**src/rtl/serial_comp_driver.sv**
```systemverilog
// serial_comp_driver: loads two WIDTH-bit operands, clears the serial comparator, shifts the
// operands into it one bit per clock and holds the captured L/E/G result behind a valid/ready
// handshake. Default ordering is LSB first; define SC_MSB_FIRST_EN for MSB-first shifting.
module serial_comp_driver #(
    parameter int WIDTH = 4
) (
    input  logic             clock,
    input  logic             reset,
    input  logic             in_valid,
    output logic             in_ready,
    input  logic [WIDTH-1:0] a_word,
    input  logic [WIDTH-1:0] b_word,
    output logic             sc_reset,
    output logic             sc_a,
    output logic             sc_b,
    input  logic             sc_l,
    input  logic             sc_e,
    input  logic             sc_g,
    output logic             res_valid,
    input  logic             res_ready,
    output logic             res_lt,
    output logic             res_eq,
    output logic             res_gt,
    output logic             res_err
);
    localparam int            CW   = $clog2(WIDTH + 1);
    localparam logic [CW-1:0] LAST = CW'(WIDTH);

`ifdef SC_MSB_FIRST_EN
    localparam int TAP = WIDTH - 1;
`else
    localparam int TAP = 0;
`endif

    typedef enum logic [2:0] {IDLE, CLR, SHIFT, WAIT, DONE} state_t;

    state_t           state, state_next;
    logic [WIDTH-1:0] sra, srb;
    logic [CW-1:0]    count;
    logic             clr_pulse, load, shift_en, capture;

    always_ff @(posedge clock or posedge reset) begin
        if (reset) state <= IDLE;
        else       state <= state_next;
    end

    // NOTE: every signal driven here gets a default first, so no path can infer a latch.
    always_comb begin
        state_next = state;
        in_ready   = 1'b0;
        res_valid  = 1'b0;
        clr_pulse  = 1'b0;
        load       = 1'b0;
        shift_en   = 1'b0;
        capture    = 1'b0;
        sc_a       = 1'b0;
        sc_b       = 1'b0;
        case (state)
            IDLE: begin
                in_ready = 1'b1;
                if (in_valid) begin
                    load       = 1'b1;
                    state_next = CLR;
                end
            end
            CLR: begin
                clr_pulse  = 1'b1;
                state_next = SHIFT;
            end
            SHIFT: begin
                shift_en = 1'b1;
                sc_a     = sra[TAP];
                sc_b     = srb[TAP];
                if (count + CW'(1) == LAST) state_next = WAIT;
            end
            WAIT: begin
                capture    = 1'b1;
                state_next = DONE;
            end
            DONE: begin
                res_valid = 1'b1;
                if (res_ready) state_next = IDLE;
            end
            default: state_next = IDLE;
        endcase
    end

    // The comparator clears together with this block as well as on the CLR pulse.
    assign sc_reset = reset | clr_pulse;

    // NOTE: sequential state uses non-blocking assignments so every register samples pre-edge values.
    always_ff @(posedge clock or posedge reset) begin
        if (reset) begin
            sra     <= '0;
            srb     <= '0;
            count   <= '0;
            res_lt  <= 1'b0;
            res_eq  <= 1'b0;
            res_gt  <= 1'b0;
            res_err <= 1'b0;
        end else begin
            if (load) begin
                sra <= a_word;
                srb <= b_word;
            end else if (shift_en) begin
`ifdef SC_MSB_FIRST_EN
                sra <= sra << 1;
                srb <= srb << 1;
`else
                sra <= sra >> 1;
                srb <= srb >> 1;
`endif
                count <= count + CW'(1);
            end
            if (clr_pulse) count <= '0;
            if (capture) begin
                res_lt  <= sc_l;
                res_eq  <= sc_e;
                res_gt  <= sc_g;
                res_err <= !$onehot({sc_l, sc_e, sc_g});
            end
        end
    end

endmodule

```
**config.mk**
```make
export PLATFORM = sky130hd
export DESIGN_NAME = serial_comp_driver
export DESIGN_NICKNAME = d
export VERILOG_FILES = /design/src/rtl/serial_comp_driver.sv
export SDC_FILE = /design/constraint.sdc
export NUM_CORES = 1
export LEC_CHECK = 0
export ABC_AREA = 1
export BUFFER_PORTS_ARGS = -buffer_cell sky130_fd_sc_hd__buf_4
export CORE_UTILIZATION = 35
export CTS_BUF_LIST = sky130_fd_sc_hd__clkbuf_16
export DETAILED_ROUTE_END_ITERATION = 8
export GPL_TIMING_DRIVEN = 0
export PLACE_DENSITY = 0.67
export SYNTH_ARGS = -nofsm -noshare
export SYNTH_HDL_FRONTEND = slang
export SYNTH_SLANG_ARGS = --single-unit
```
**constraint.sdc**
```tcl
create_clock -name clock -period 1.55 [get_ports clock]
set_input_delay 0.3875 -clock clock [delete_from_list [all_inputs] [get_ports clock]]
set_output_delay 0.3875 -clock clock [all_outputs]
set_load 0.01 [all_outputs]
```
; Yosys cells after proc, flatten, opt, wreduce, memory -nomap -nowiden
; Index checks and enable logic that the tools add are counted.
[totals]
reg_bits = 18
input_bits = 15
out_inout_bits = 9
wordCells = 48
[classes]
addsub = 3
n_eq_ne = 10
muxes = 20
bitwise_logic = 1
n_reduce_logical = 6
[ops]
columns = cell, count
row1 = 2-to-1 mux 3 bit, 6
row2 = 2-to-1 mux 4 bit, 4
row3 = case mux 3 bit (5 select lines), 1
row4 = 2-to-1 mux 1 bit, 9
row5 = != test 2 bit (second input constant), 4
row6 = equality test 3 x 2 -> 1 bit (second input constant), 2
row7 = equality test 3 bit (second input constant), 2
row8 = nonzero test 2 bit, 2
row9 = adder 3 x 1 -> 3 bit (second input constant), 1
row10 = equality test 3 x 1 -> 1 bit (second input constant), 1
row11 = logical NOT 3 bit, 1
row12 = AND reduction 3 bit, 1
row13 = adder 1 x 1 -> 2 bit, 1
row14 = adder 2 x 1 -> 2 bit, 1
row15 = equality test 2 x 1 -> 1 bit (second input constant), 1
row16 = AND reduction 2 bit, 1
row17 = logical NOT 1 bit, 1
row18 = bitwise OR 1 bit, 1

; Logic depth before layout (Yosys ltp)
; Gate-level depths: netlist of the first run.
[depth]
word_depth = 5
mapped_depth = 7
mapped_depth_nobuf = 7

; Worst setup path before layout of the first run
; Ideal clock, no wire load.
[synth_timing]
path_type = input -> output
startpoint = in reset
endpoint = out sc_reset
t_arrival_ns = 0.973
t_required_ns = 1.162
slack_ns = 0.189
stages = 2
n_path_buf = 0
path_cell_list = inv_1 nand2_1
[synth_between]
elab_chain_cells = 1
[synth_rtl]
columns = item, line
row1 = "start, declared", 8  ; input logic reset,
row2 = bitwise OR 1 bit, 89  ; assign sc_reset = reset | clr_pulse;
row3 = "end, declared", 13  ; output logic sc_reset,
; No other way between the ends.

; Final worst setup path of the first run
[layout_timing]
startpoint = reg state[0]
endpoint = out sc_b
[layout_between]
elab_chain_cells = 2
[layout_rtl]
columns = item, line
row1 = "start, declared", 37  ; state_t state, state_next;
row2 = "start signal, assigned", 44  ; else state <= state_next;
row3 = equality test 3 x 2 -> 1 bit, 58  ; case (state)
row4 = 2-to-1 mux 1 bit, 58
row5 = "end, declared", 15  ; output logic sc_b,
; No other way between the ends.

==> results.toml, run 1 <==
[final_layout]
fin_util_pct = 53.9
ff_latch_area_sq_um = 453
final_layout_size_suffix_gt1_share_pct = 32.4
multi_input_area_sq_um = 390
nets = 158
final_area_sq_mm = 0.00124
diodes = 0
area_growth_pct = 40.6
finalNonFillerCells = 167
fillCellCount = 230

[routing]
vias = 783
remaining_drc_errors = 0
drt-total-wl_um = 2010
first_iter_violations = 7
routedWlPerCell_um = 12.1
dr.pass1.iters = 2
vias_per_cell = 4.69
ant_nets = 0

[place]
dp_cells = 159
dp.final_hpwl_um = 1350
place_area_sq_mm = 0.00109
place_congestion = 0.753
io_buffers = 23

[synth]
ys_top_cells_by_area = "dfrtp_1, nand2_1, nand3_1"
netlist_instances = 108
synth.top_cell.area_share_pct = 51.1
async_reset_ff_share_pct = 100
syn-mean-instance-area_sq_um = 8.16
synth_area_sq_um = 881
synth_edf_count = 0
yosys_warnings = 0
synth_cell_type_count = 17
ys_seq_area_share_pct = 51.1
syn_nets = 126
ys_ff_latch = 18
synth_area_leader_cell = "dfrtp_1"
yosys_most_used_dff = "dfrtp_1"

[setup_path]
cp_max_fo = 5
worstSetupPathType = "reg -> out"
worstPathRequired_ns = 1.16
critPathLaunchType = "register"
cp-end-kind = "primary output"
critPathArrivalTime_ns = 1.13

[sta]
fin_crit_sh_pct = 97.6
slew_viol_final = 0
finalSetupViolations = 0
hold_viol = 0
fin_crit_ns = 1.51
clock-skew-final_ns = 0.00393
grt_setup_unrepaired = "yes"
max_freq_mhz = 661
whs_ns = 0.208
max_slew.worst_pin.slew_ns = 0.415
relSlewSlack_pct = 72.4

[global_route]
grt_usage_pct = 18.2
grt_pass1_vias = 796
grt_pass1_wl_um = 3410
antenna_found_initial = 0
grt_start_max_net_pins = 19
gr-total-overflow = 0

[clock_tree]
path_clk_slew_ns = 0.05
numClockSinks = 18
tritoncts = "done"
numCtsBuffers = 3
clock_tree.buffer_depth = 2
cts-root-buf = "clkbuf_16"
clkLatencyLatePin_ns = 0.25
htreeDepth = 1

[floorplan]
die_x_um = 52.2
ioPinCount = 24
rows = 17
coreArea_sq_mm = 0.00230
dieArea_sq_mm = 0.00272
chipHeight_um = 52.2
start_util_pct = 38.3

[min_path]
hold_path.class = "in -> async"

[job]
cap_viol_max_count = 0

[power_and_ir_drop]
p_per_area_mw_per_mm2 = 2030
leakage_nw = 0.658
ir_drop_uv = 925

[outcome]
status = "completed"
## cell families (layout without fill, tap and decap cells)
family	after synthesis	count (layout)	synth area share, %
compound gates	7	7	4.40
flops	18	18	51.1
fa+ha+maj	3	3	5.11
simple gates	63	63	31.7
buf+inv	17	48	7.67
## where the power goes
part | switching (mW) | leakage, nW | internal, mW
Clock | 0.169 | 0.0385 | 0.343
Sequential | 0.154 | 0.224 | 0.695
Combinational | 0.672 | 0.395 | 0.488
## layout by cell type, fill, tap and decap left out, drive strengths merged
cell and instances:
ha 2, nand3 13, clkinv 1, a21oi 1, dfrtp 18, o21ai 6, clkbuf 3, clkinvlp 1
nor2 8, nor3 2, inv 15, nand2 40, buf 28, fa 1
## path summary, 6_finish.rpt
path	from	end	slack (ns)	depth (start not counted)
max in group asynchronous	reset	state[0]	1.13	3
min reg2reg	sra[3]	sra[3]	0.49	2
min in group clock	b_word[3]	srb[3]	0.33	3
min	reset	count[0]	0.21	3
max	state[0]	sc_b	0.04	4
max reg2reg	state[2]	res_eq	0.34	4
## state kept, by name (all words and copies together) (netlist names)
| register | cells |
|---|---|
| sra | 4 |
| srb | 4 |
| count | 3 |
| state | 3 |
| res_eq | 1 |
| res_err | 1 |
| res_gt | 1 |
| res_lt | 1 |
## metrics by stage
| stage | power [mW] | setup WS (ns) | setup TNS [ns] |
|---|---|---|---|
| 2_1_floorplan | 1.48 | 0.189 | 0 |
| 3_3_place_gp | 1.79 | -0.178 | -0.178 |
| 3_5_place_dp | 1.85 | -0.188 | -0.188 |
| 4_1_cts | 2.45 | 0.0108 | 0 |
| 5_1_grt | 2.72 | -0.0240 | -0.0523 |
| 6_report | 2.52 | 0.0370 | 0 |
## worst max-delay path: stages, from the launching register on
cell     delay (ns)
dfrtp_2        0.44
nor2_4         0.15
nand2_4        0.09
nor2_2         0.08
buf_4          0.12
## cells in the mapped netlist (2+ instances only)
library cell / instances
ha_1: 2
dfrtp_1: 18
o21ai_0: 4
nand2_1: 38
inv_1: 15
nand2_2: 2
nand3_1: 13
nor2_1: 7
## routing by layer
metal / share of wire, % / track usage [%]
met5: 0 / 0
met2: 53 / 30.1
met3: 2.0 / 3.51
met1: 41 / 20.7
met4: 3.6 / 13.2
## area by class of cell
class	count	area share [%]
flip-flops and latches	18	36.6
well taps	28	2.83
clock buffers	3	6.06
inverters	16	5.15
clock inverters	1	0.303
multi-input cells	73	31.5
plain buffers	1	0.909
repair buffers	27	16.7
## repair_timing
item / CTS / global route
resized for setup: 4 / 9
hold buffers: 0 / 0
gates cloned: 0 / 0
pin swaps: 1 / 2
endpoints found under the setup margin: 3 / 4
buffers inserted: 4 / 0
Power figures use the tool's default switching activity.
==> run 2, diff against run 1 <==
CORE_MARGIN = 4   (was default)
clock period = 1.44 ns   (was 1.55 ns; I/O delays follow)
==> run 2 against run 1 <==
  * The run now ends with negative setup slack left
  * Flip-flop and latch count did not move
  * Sequential share of layout area fell by 0.72 points
  * Non-clock buffer count rose by 3
  * Critical path depth did not move
  * Setup slack got worse by 0.065 ns
  * First-iteration DRC count did not move
  * Design area rose by 2.0%
  * Via count rose by 0.38%
  * Sequential power rose by 6.0%
  * Critical endpoint is now sc_a
  * Highest routed layer unchanged
==> results.toml, run 2 (synthesis results as in run 1) <==
[sta]
hold_viol = 0
worst_slack_ns = -0.0275
relSlewSlack_pct = 75.0
slew_viol_final = 0
max_slew.worst_pin.slew_ns = 0.375
max_freq_mhz = 681
grt_setup_unrepaired = "yes"
fin_crit_sh_pct = 102
fin_crit_ns = 1.47
whs_ns = 0.174
finalSetupViolations = 3
clock-skew-final_ns = 0.00142

[power_and_ir_drop]
finalPower_mw = 2.75
leakage_nw = 0.674
p_per_area_mw_per_mm2 = 2180
ir_drop_uv = 1050

[final_layout]
layout_commonest_cell = "nand2_1"
ff_latch_area_sq_um = 453
mostFrequentLayoutCells = "nand2_1, buf_4, dfrtp_1, inv_1, nand3_1"
multi_input_area_sq_um = 393
final_layout_size_suffix_gt1_share_pct = 34.8
fillCellCount = 220
reg_top3 = "sra x4, srb x4"
finalNonFillerCells = 169
fin_util_pct = 55.0
area_growth_pct = 43.5
nets = 161
diodes = 0

[floorplan]
start_util_pct = 38.3
rows = 17
dieArea_sq_mm = 0.00338
ioPinCount = 24
chipHeight_um = 58.2
die_x_um = 58.2
coreArea_sq_mm = 0.00230

[routing]
wl_met2_um = 935
routedWlPerCell_um = 11.2
highest_layer = "met4"
dr_wl_met3_um = 55
remaining_drc_errors = 0
ant_nets = 0
dr.pass1.iters = 4
drt-total-wl_um = 1900
vias_per_cell = 4.65
vias = 786
first_iter_violations = 7
met1_length_um = 864

[setup_path]
worstSetupPathType = "reg -> out"
path_cells = "nor2_4 > nand2_4 > nor2_2 > buf_4"
cp-end-kind = "primary output"
cpPeakStageDelay_ns = 0.43
cp_max_fo = 4
crit_slowest_cell = "dfrtp_2"
worstPathRequired_ns = 1.08
critPathArrivalTime_ns = 1.11
critPathLaunchType = "register"

[global_route]
grt_usage_pct = 12.9
antenna_found_initial = 0
gr-total-overflow = 0
grt_pass1_wl_um = 3310
grt_start_max_net_pins = 19
grt_pass1_vias = 746

[clock_tree]
numClockSinks = 18
tritoncts = "done"
clkLatencyLatePin_ns = 0.24
htreeDepth = 1
numCtsBuffers = 3
path_clk_slew_ns = 0.05
clock_tree.buffer_depth = 2
hold_buffers = 0
cts-root-buf = "clkbuf_16"

[place]
io_buffers = 23
dp.final_hpwl_um = 1310
dp_cells = 159
place_congestion = 0.737

[min_path]
hold_path.class = "in -> async"

[job]
cap_viol_max_count = 0

[outcome]
status = "complete, but fails checks"
failed_checks = "negative setup slack"
-- run 2: cell type report --
class	count	area share (%)
multi-input combinational	73	31.1
clock buffer	3	5.94
sequential	18	35.8
inverter	16	5.05
buffer	1	0.891
timing repair buffer	30	18.4
tap	28	2.77
-- run 2: worst paths after layout --
| check | from | endpoint | slack, ns | cells past startpoint |
|---|---|---|---|---|
| max | state[2] | sc_a | -0.03 | 4 |
| min | reset | res_eq | 0.17 | 3 |
| max reg2reg | state[2] | srb[0] | 0.16 | 6 |
| min reg2reg | srb[3] | srb[3] | 0.48 | 2 |
| max in group asynchronous | reset | state[0] | 1.05 | 3 |
| min in group clock | b_word[3] | srb[3] | 0.31 | 3 |
-- run 2: per-layer routing --
| metal | vias to the layer above | GRT usage, % |
|---|---|---|
| met1 | 366 | 17.0 |
| met5 | - | 0 |
| li1 | 404 | - |
| met3 | 4 | 2.00 |
| met4 | 0 | 6.95 |
| met2 | 12 | 20.2 |
-- run 2: where the power goes --
part           switching (mW)  internal, mW
Clock                   0.172         0.365
Sequential              0.153         0.748
Combinational           0.723         0.590
-- run 2: worst max-delay path, delay by kind of cell (launching register included) --
kind          cells  cell delay, ns
simple gates      3            0.32
flops             1            0.43
buf+inv           1            0.12
-- run 2: timing repair --
action / in CTS / in global routing
pin swaps: 3 / 0
setup buffers: 6 / 1
setup endpoints to repair: 5 / 5
cloned: 0 / 0
resized for setup: 12 / 3
-- run 2: per-stage QoR --
stage               setup slack (ns)  TNS [ns]  cell area [sq um]
detailed placement            -0.230    -0.230               1090
finish                       -0.0275   -0.0639               1260
floorplan                      0.134         0                881
global placement              -0.229    -0.229               1090
global route                 -0.0874    -0.358               1260
CTS                          -0.0402    -0.120               1250
